<file path="src/rtl/i2s_audio_in.sv">
// I2S receiver: oversamples bclk/lrclk/sdata in the clk domain and delivers
// left/right sample pairs through a valid/ready hold register.
module i2s_audio_in #(
  parameter int in_res              = 16,
  parameter int align_right         = 0,
  parameter int offset_by_one_cycle = 1
) (
  input  logic              clk,
  input  logic              rst,
  input  logic              bclk,
  input  logic              lrclk,
  input  logic              sdata,
  output logic [in_res-1:0] left,
  output logic [in_res-1:0] right,
  output logic              out_valid,
  input  logic              out_ready,
  output logic              overrun,
  output logic              frame_err
);

  localparam int OFF     = (offset_by_one_cycle != 0) ? 1 : 0;
  localparam bit RALIGN  = (align_right != 0);
  localparam int MIN_LEN = RALIGN ? in_res : OFF + in_res;

  typedef enum logic [1:0] {SYNC, LEFT, RIGHT} state_t;

  logic bclk_s1_q, bclk_s1_d, bclk_s2_q, bclk_s2_d;
  logic bclk_prev_q, bclk_prev_d;
  logic lr_s1_q, lr_s1_d, lr_s2_q, lr_s2_d;
  logic sd_s1_q, sd_s1_d, sd_s2_q, sd_s2_d;
  logic rise_q, rise_d;
  logic lr_smp_q, lr_smp_d, sd_smp_q, sd_smp_d;
  logic lr_prev_q, lr_prev_d;
  logic [5:0] k_q, k_d;
  state_t state_q, state_d;
  logic [in_res-1:0] sr_q, sr_d, lbuf_q, lbuf_d;
  logic lbad_q, lbad_d;
  logic [in_res-1:0] left_q, left_d, right_q, right_d;
  logic valid_q, valid_d, overrun_q, overrun_d, ferr_q, ferr_d;

  logic [5:0] k_inc, cur_k;
  logic change, take, slot_ok, deliver;
  logic [in_res-1:0] sr_shift, slot_val;

  always_comb begin
    bclk_s1_d   = bclk;
    bclk_s2_d   = bclk_s1_q;
    bclk_prev_d = bclk_s2_q;
    lr_s1_d     = lrclk;
    lr_s2_d     = lr_s1_q;
    sd_s1_d     = sdata;
    sd_s2_d     = sd_s1_q;
    rise_d      = bclk_s2_q & ~bclk_prev_q;
    lr_smp_d    = rise_d ? lr_s2_q : lr_smp_q;
    sd_smp_d    = rise_d ? sd_s2_q : sd_smp_q;

    lr_prev_d = lr_prev_q;
    k_d       = k_q;
    state_d   = state_q;
    sr_d      = sr_q;
    lbuf_d    = lbuf_q;
    lbad_d    = lbad_q;
    left_d    = left_q;
    right_d   = right_q;
    valid_d   = valid_q;
    overrun_d = overrun_q;
    ferr_d    = ferr_q;
    deliver   = 1'b0;

    change   = lr_smp_q ^ lr_prev_q;
    k_inc    = (k_q == 6'd63) ? 6'd63 : k_q + 6'd1;
    cur_k    = change ? 6'd0 : k_inc;
    take     = RALIGN || ((int'(cur_k) >= OFF) &&
                          (int'(cur_k) < OFF + in_res));
    slot_ok  = (int'(k_q) + 1) >= MIN_LEN;
    sr_shift = {sr_q[in_res-2:0], sd_smp_q};
    // with the one-cycle offset the edge bit still belongs to the old slot
    slot_val = (RALIGN && OFF == 1) ? sr_shift : sr_q;

    if (rise_q) begin
      k_d       = cur_k;
      lr_prev_d = lr_smp_q;
      if (take) sr_d = sr_shift;
      if (change) begin
        unique case (state_q)
          SYNC: if (!lr_smp_q) state_d = LEFT;
          LEFT: begin
            state_d = RIGHT;
            lbuf_d  = slot_val;
            lbad_d  = !slot_ok;
            if (!slot_ok) ferr_d = 1'b1;
          end
          RIGHT: begin
            state_d = LEFT;
            if (!slot_ok) ferr_d = 1'b1;
            else if (!lbad_q) deliver = 1'b1;
          end
          default: state_d = SYNC;
        endcase
      end
    end

    if (deliver) begin
      if (valid_q && !out_ready) begin
        overrun_d = 1'b1;
      end else begin
        left_d  = lbuf_q;
        right_d = slot_val;
        valid_d = 1'b1;
      end
    end else if (valid_q && out_ready) begin
      valid_d = 1'b0;
    end
  end

  always_ff @(posedge clk) begin
    if (rst) begin
      bclk_s1_q   <= 1'b0;
      bclk_s2_q   <= 1'b0;
      bclk_prev_q <= 1'b0;
      lr_s1_q     <= 1'b0;
      lr_s2_q     <= 1'b0;
      sd_s1_q     <= 1'b0;
      sd_s2_q     <= 1'b0;
      rise_q      <= 1'b0;
      lr_smp_q    <= 1'b0;
      sd_smp_q    <= 1'b0;
      lr_prev_q   <= 1'b0;
      k_q         <= '0;
      state_q     <= SYNC;
      sr_q        <= '0;
      lbuf_q      <= '0;
      lbad_q      <= 1'b0;
      left_q      <= '0;
      right_q     <= '0;
      valid_q     <= 1'b0;
      overrun_q   <= 1'b0;
      ferr_q      <= 1'b0;
    end else begin
      bclk_s1_q   <= bclk_s1_d;
      bclk_s2_q   <= bclk_s2_d;
      bclk_prev_q <= bclk_prev_d;
      lr_s1_q     <= lr_s1_d;
      lr_s2_q     <= lr_s2_d;
      sd_s1_q     <= sd_s1_d;
      sd_s2_q     <= sd_s2_d;
      rise_q      <= rise_d;
      lr_smp_q    <= lr_smp_d;
      sd_smp_q    <= sd_smp_d;
      lr_prev_q   <= lr_prev_d;
      k_q         <= k_d;
      state_q     <= state_d;
      sr_q        <= sr_d;
      lbuf_q      <= lbuf_d;
      lbad_q      <= lbad_d;
      left_q      <= left_d;
      right_q     <= right_d;
      valid_q     <= valid_d;
      overrun_q   <= overrun_d;
      ferr_q      <= ferr_d;
    end
  end

  assign left      = left_q;
  assign right     = right_q;
  assign out_valid = valid_q;
  assign overrun   = overrun_q;
  assign frame_err = ferr_q;

endmodule

</file>
<file path="config.mk">
export PLATFORM = sky130hd
export DESIGN_NAME = i2s_audio_in
export DESIGN_NICKNAME = d
export VERILOG_FILES = /design/src/rtl/i2s_audio_in.sv
export SDC_FILE = /design/constraint.sdc
export NUM_CORES = 1
export LEC_CHECK = 0
export ABC_AREA = 0
export CAP_MARGIN = 20
export CELL_PAD_IN_SITES_DETAIL_PLACEMENT = 1
export CELL_PAD_IN_SITES_GLOBAL_PLACEMENT = 2
export CORE_MARGIN = 2
export CORE_UTILIZATION = 35
export DETAILED_ROUTE_END_ITERATION = 16
export PLACE_DENSITY_LB_ADDON = 0.1
export SLEW_MARGIN = 15
export SYNTH_ARGS = -nofsm -noshare
export SYNTH_HDL_FRONTEND = slang
export SYNTH_SLANG_ARGS = --single-unit
</file>
<file path="constraint.sdc">
create_clock -name clk -period 3 [get_ports clk]
set_input_delay 0.6 -clock clk [delete_from_list [all_inputs] [get_ports clk]]
set_output_delay 0.6 -clock clk [all_outputs]
set_load 0.005 [all_outputs]
</file>
==> run_results.csv, run 1 <==
group,metric,value,unit
cts,cts_inserted_buffers,9,
hold_path,hold_depth,1,
routing,drt_pre_antenna_iters,4,
global_routing,grt_start_max_net_pins,62,
critical_path,arrival,2.95,ns
global_routing,antenna_found_initial,0,
hold_path,hold_class,"reg2reg",
cts,cts_sinks,87,
global_routing,grt_pass1_vias,2537,
hold_path,holdCritStartpoint,"bclk_prev_q",
floorplanning,ios,41,
synthesis,synth_async_sr_flop_share,0,%
sta,final_max_slew_viol_count,0,
final_layout,antenna_cells,0,
critical_path,ff2ff_setup_slack,0.32,ns
cts,clk_latency,0.35,ns
power_and_ir_drop,power_density,464,nW/um^2
power_and_ir_drop,p_leak,1.39,nW
cts,ctsResizeCount,0,
critical_path,cp_cell_sequence,"inv_1, ha_1, nand4b_1, o22ai_2, a21oi_1, o21a_2, mux2i_1",
sta,rsz0062_at_grt,"false",
power_and_ir_drop,report.power.total,0.00198,W
final_layout,postLayoutCoreUtil,41.6,%
routing,drt-total-wl,7170,um
critical_path,r2r-end,"left[15]",
final_layout,syn2layout_area_growth,16.9,%
floorplanning,rows,37,
placed_design,dpl_cell_area,4080,um^2
final_layout,final_cell_area,4260,um^2
cts,clock-root-buffer,"clkbuf_8",
run,max_cap_violations,0,
sta,fmax,373,MHz
routing,drt.antenna.violating_nets,0,
synthesis,yosysWarnings,0,
cts,path_clk_slew,0.09,ns
cts,cts_setup_buffers,0,
synthesis,yosysSeqAreaShare,47.8,%
cts,cts_hold_buf,0,
placed_design,io_buffers,40,
routing,vias,2539,
routing,viasPerCell,4.70,
floorplanning,dieArea,11200,um^2
critical_path,r2r_start,"k_q[0]",
power_and_ir_drop,peakVddDrop,0.000217,V
hold_path,whs_endpoint,"rise_q",
floorplanning,die_w,106,um
sta,fin_setup_tns,0,ns
sta,skew,0.0147,ns
cts,cts-htree-levels,3,
sta,min_period,2.68,ns
routing,wl_per_cell,13.3,um
sta,tightestPinTransition,1.04,ns
final_layout,nFillCells,1172,
critical_path,slowest_delay,0.87,ns
critical_path,cp.required,3.27,ns
synthesis,synth.avg_cell_area,9.95,um^2
cts,clockBufferDepth,2,
sta,finalSetupViolCount,0,
global_routing,grt_use_total,13.6,%
critical_path,start_kind,"register",
synthesis,ys_types,37,
sta,post-route-period-util,89.4,%
placed_design,place_hpwl,4640,um
global_routing,overflow,0,
critical_path,crit_path_end_kind,"register",
synthesis,netlist_area,3640,um^2
synthesis,synth.net_count,379,
critical_path,path_max_fanout,32,
floorplanning,die_y,106,um
synthesis,synthFlopType,"dfxtp_1",
final_layout,final_nets,412,
critical_path,cp_slowest_cell,"o21a_2",
synthesis,ys_ff_latch,87,
critical_path,r2r.worst_path.cells,7,
placed_design,place_congestion,0.716,
floorplanning,start_util,35.6,%
final_layout,drive_above_1_share,6.68,%
routing,first_iter_violations,82,
cts,cts_tree,"done",
synthesis,synthCells,366,
routing,drcViolationCount,0,
sta,relSlewSlack,30.4,%
sta,hold_violations,0,
floorplanning,core_region_area,10200,um^2
global_routing,grt_first_pass_wirelength,12400,um
synthesis,synth_edf_count,0,
critical_path,criticalPathCategory,"reg2reg",
run_status,status,"finished, final reports clean",
[worst max-delay path, delay by kind of cell, from the launching register on]
kind	cells	cell delay [ns]
AND/OR/NAND/NOR	1	0.13
AO/OA/AOI/OAI	3	1.29
flip-flops	1	0.46
multiplexers	1	0.28
adder cells (fa/ha/maj)	1	0.33
buffers and inverters	1	0.10
[Yosys cell counts (2+ instances only)]
library cell | count | area (um^2)
nand4b_1 | 2 | 17.5
clkbuf_1 | 14 | 52.6
xor2_1 | 4 | 35.0
o31ai_1 | 2 | 15.0
a21oi_1 | 23 | 115
a211oi_1 | 4 | 30.0
inv_1 | 5 | 18.8
o21ai_0 | 7 | 35.0
mux2i_1 | 51 | 510
nand3_1 | 4 | 20.0
nor2_1 | 7 | 26.3
or3_1 | 2 | 12.5
buf_6 | 3 | 33.8
o211ai_1 | 2 | 15.0
nor2b_1 | 12 | 75.1
ha_1 | 7 | 87.6
a41oi_1 | 2 | 17.5
dfxtp_1 | 87 | 1740
nand2b_1 | 69 | 432
buf_1 | 2 | 7.51
nand2_1 | 38 | 143
buf_12 | 4 | 80.1
[power breakdown]
group	leakage, nW	switching, W	internal [W]	total (W)
Clock	0.0885	0.000432	0.000326	0.000758
Sequential	0.702	0.00000268	0.00116	0.00116
Combinational	0.595	0.0000277	0.0000290	0.0000567
Total	1.39	0.000462	0.00151	0.00198
[how the worst max path moves through the flow]
stage | startpoint | endpoint | slack, ns | cells after the start
after global routing | k_q[0] | right[3] | 0.02 | 6
final | k_q[0] | left[15] | 0.32 | 7
after detailed placement | k_q[0] | left[15] | 0.31 | 7
after floorplan | k_q[0] | slot_val[10] | 0.77 | 9
after global placement | k_q[0] | right[11] | 0.38 | 7
after CTS | k_q[0] | left[6] | 0.26 | 7
[stage by stage]
stage | worst slack, ns | hold slack [ns] | cells
4_1_cts | 0.261 | 0.429 | 540
6_report | 0.319 | 0.429 | 540
5_1_grt | 0.0247 | 0.457 | 540
3_5_place_dp | 0.313 | 0.415 | 524
2_1_floorplan | 0.775 | 0.392 | 366
3_3_place_gp | 0.377 | 0.414 | 524
[registers in the layout, indices dropped and copies added, names as in the netlist, 2 cells and up]
| name | flops |
|---|---|
| right | 16 |
| k_q | 6 |
| state_q | 2 |
| lbuf_q | 16 |
| left | 16 |
| slot_val | 16 |
[cells in the final DEF (no fill, tap or decap), drive strengths merged, types with 7 or more instances in the layout]
cell	n
a21oi	23
buf	7
clkbuf	10
clkdlybuf4s50	39
dfxtp	87
ha	7
mux2i	51
nand2	38
nand2b	69
nor2	7
nor2b	12
o21ai	7
[cell type report]
| class | instances | area (um^2) | share of cell area, % |
|---|---|---|---|
| flip-flops and latches | 87 | 1740 | 40.9 |
| multi-input cells | 250 | 1710 | 40.0 |
| repair buffers | 46 | 440 | 10.3 |
| well taps | 136 | 170 | 3.99 |
| clock buffers | 10 | 138 | 3.23 |
| clock inverters | 6 | 46.3 | 1.09 |
| inverters | 5 | 18.8 | 0.441 |
[routing by layer]
layer / global-route usage [%] / vias up / wire length, um
met5: 0 / - / 0
met4: 4.51 / 0 / 71
met1: 18.7 / 1214 / 3720
li1: - / 1286 / -
met2: 21.2 / 32 / 3180
met3: 3.25 / 7 / 201
[kinds of logic after synthesis]
kind of cell / Yosys count / synth area share [%]
AND/OR/NAND/NOR: 143 / 21.8
flip-flops: 87 / 47.8
multiplexers: 51 / 14.0
AO/OA/AOI/OAI: 44 / 7.31
buffers and inverters: 29 / 5.43
adder cells (fa/ha/maj): 7 / 2.40
XOR/XNOR: 5 / 1.20
Note: power is estimated with default switching activity, not from simulation.
==> inputs of run 2 (changes only) <==
PLACE_DENSITY_LB_ADDON = 0.3   (was 0.1)
==> run_results.csv, run 2 (synthesized netlist as in run 1, its figures left out) <==
group,metric,value,unit
run_status,status,"finished, final reports clean",
final_layout,multiInputGateArea,1710,um^2
sta,fin_setup_tns,0,ns
final_layout,nFillCells,1161,
final_layout,drive_above_1_share,6.22,%
global_routing,overflow,0,
cts,cts_hold_buf,0,
floorplanning,ios,41,
global_routing,grt_pass1_vias,2524,
critical_path,r2r-end,"right[0]",
sta,finalSetupViolCount,0,
hold_path,hold_class,"reg2reg",
power_and_ir_drop,p_int,0.00158,W
floorplanning,die_w,106,um
final_layout,final_nets,411,
power_and_ir_drop,power_density,477,nW/um^2
floorplanning,dieArea,11200,um^2
sta,final_max_slew_viol_count,0,
cts,clk_latency,0.35,ns
power_and_ir_drop,switching_power,0.000461,W
power_and_ir_drop,peakVddDrop,0.000287,V
sta,rsz0062_at_grt,"false",
run,max_cap_violations,0,
critical_path,cp_slowest_cell,"o21a_2",
cts,cts_setup_buffers,0,
cts,clockBufferDepth,2,
critical_path,r2r_start,"k_q[0]",
cts,path_clk_slew,0.08,ns
power_and_ir_drop,report.power.total,0.00204,W
final_layout,final_cell_area,4280,um^2
placed_design,place_hpwl,4560,um
global_routing,grt_start_max_net_pins,69,
floorplanning,start_util,35.6,%
final_layout,regArea,1740,um^2
routing,drt.antenna.violating_nets,0,
sta,skew,0.0142,ns
routing,first_iter_violations,85,
sta,min_period,2.73,ns
critical_path,crit_path_end_kind,"register",
final_layout,layout_commonest_cell,"dfxtp_1",
power_and_ir_drop,p_leak,1.39,nW
critical_path,start_kind,"register",
final_layout,syn2layout_area_growth,17.3,%
power_and_ir_drop,p_comb_share,2.8,%
final_layout,postLayoutCoreUtil,41.8,%
critical_path,crit_end,"right[0]",
critical_path,path_max_fanout,32,
routing,vias,2523,
placed_design,place_congestion,0.739,
routing,wl_per_cell,13.2,um
floorplanning,core_region_area,10200,um^2
routing,drt_pre_antenna_iters,4,
critical_path,criticalPathCategory,"reg2reg",
sta,relSlewSlack,30.0,%
global_routing,grt_first_pass_wirelength,12000,um
critical_path,slowest_delay,0.88,ns
placed_design,io_buffers,40,
cts,clock-root-buffer,"clkbuf_8",
critical_path,r2r.worst_path.cells,7,
power_and_ir_drop,swShare,22.6,%
placed_design,dpl_cell_area,4080,um^2
cts,ctsResizeCount,0,
sta,post-route-period-util,91.0,%
sta,fmax,366,MHz
routing,viasPerCell,4.69,
final_layout,antenna_cells,0,
cts,cts_tree,"done",
floorplanning,rows,37,
sta,hold_violations,0,
global_routing,grt_use_total,13.3,%
routing,drcViolationCount,0,
critical_path,arrival,3.00,ns
final_layout,most-common-layout-cells,"87 x dfxtp_1, 69 x nand2b_1, 51 x mux2i_1, 39 x clkdlybuf4s50_1, 38 x nand2_1",
floorplanning,die_y,106,um
critical_path,ff2ff_setup_slack,0.27,ns
cts,cts_sinks,87,
critical_path,cp_cell_sequence,"inv_1, ha_1, nand4b_1, o22ai_2, a21oi_1, o21a_2, mux2i_1",
sta,tightestPinTransition,1.05,ns
cts,cts_inserted_buffers,9,
power_and_ir_drop,clock_power_share,40.2,%
routing,drt-total-wl,7080,um
critical_path,cp.required,3.27,ns
global_routing,antenna_found_initial,0,
critical_path,crit_start,"k_q[0]",
cts,cts-htree-levels,3,
power_and_ir_drop,seqPwrFrac,57.0,%
[run 2: cell count changes in the layout (fill, tap and decap cells not counted)]
cell / previous run / this run
clkinv_4: 3 / 0
buf_4: 6 / 4
buf_12: 0 / 1
bufinv_16: 0 / 1
clkbuf_8: 10 / 9
inv_6: 0 / 1
inv_8: 0 / 1
[run 2: area by class of cell]
class / count / share of cell area [%]
clock buffers: 9 / 2.90
clock inverters: 6 / 1.64
inverters: 5 / 0.439
multi-input cells: 250 / 39.9
flip-flops and latches: 87 / 40.7
well taps: 136 / 3.98
repair buffers: 45 / 10.4
[run 2: how the worst min path moves through the flow]
stage	startpoint	end	slack [ns]	cells after the start
after floorplan	bclk_prev_q	rise_q	0.39	1
after detailed placement	bclk_prev_q	rise_q	0.41	1
final	bclk_prev_q	rise_q	0.42	1
after global placement	bclk_prev_q	rise_q	0.40	1
after CTS	bclk_prev_q	rise_q	0.42	1
after global routing	bclk_prev_q	rise_q	0.44	1
[run 2: worst max-delay path: cells and delay by family (launching register included)]
family	cells	cell delay, ns
AOI/OAI and AO/OA	3	1.32
DFF	1	0.47
adders and majority gates	1	0.35
muxes	1	0.27
and+or+nand+nor	1	0.14
buffers and inverters	1	0.10
[run 2: power by group through the flow]
stage	clock network (W)	logic (W)	registers, W
3_3_place_gp	0	0.0000581	0.00119
4_1_cts	0.000855	0.0000591	0.00116
3_5_place_dp	0	0.0000590	0.00119
6_report	0.000818	0.0000578	0.00116
2_1_floorplan	0	0.0000443	0.00119
5_1_grt	0.000897	0.0000637	0.00116
[run 2: metal layers]
layer  vias up  global-route usage, %  part of all wire, %
met5         -                      0                    0
met4         0                   4.23                  1.2
met3         6                   3.31                  2.7
met2        30                   21.2                   46
met1      1205                   17.7                   50
li1       1282                      -                    -
[run 2: metrics by stage]
stage / hold slack [ns] / setup slack [ns] / std cells
5_1_grt: 0.442 / 0.00377 / 538
3_3_place_gp: 0.403 / 0.283 / 523
3_5_place_dp: 0.412 / 0.245 / 523
6_report: 0.418 / 0.270 / 538
4_1_cts: 0.425 / 0.219 / 538
2_1_floorplan: 0.392 / 0.775 / 366
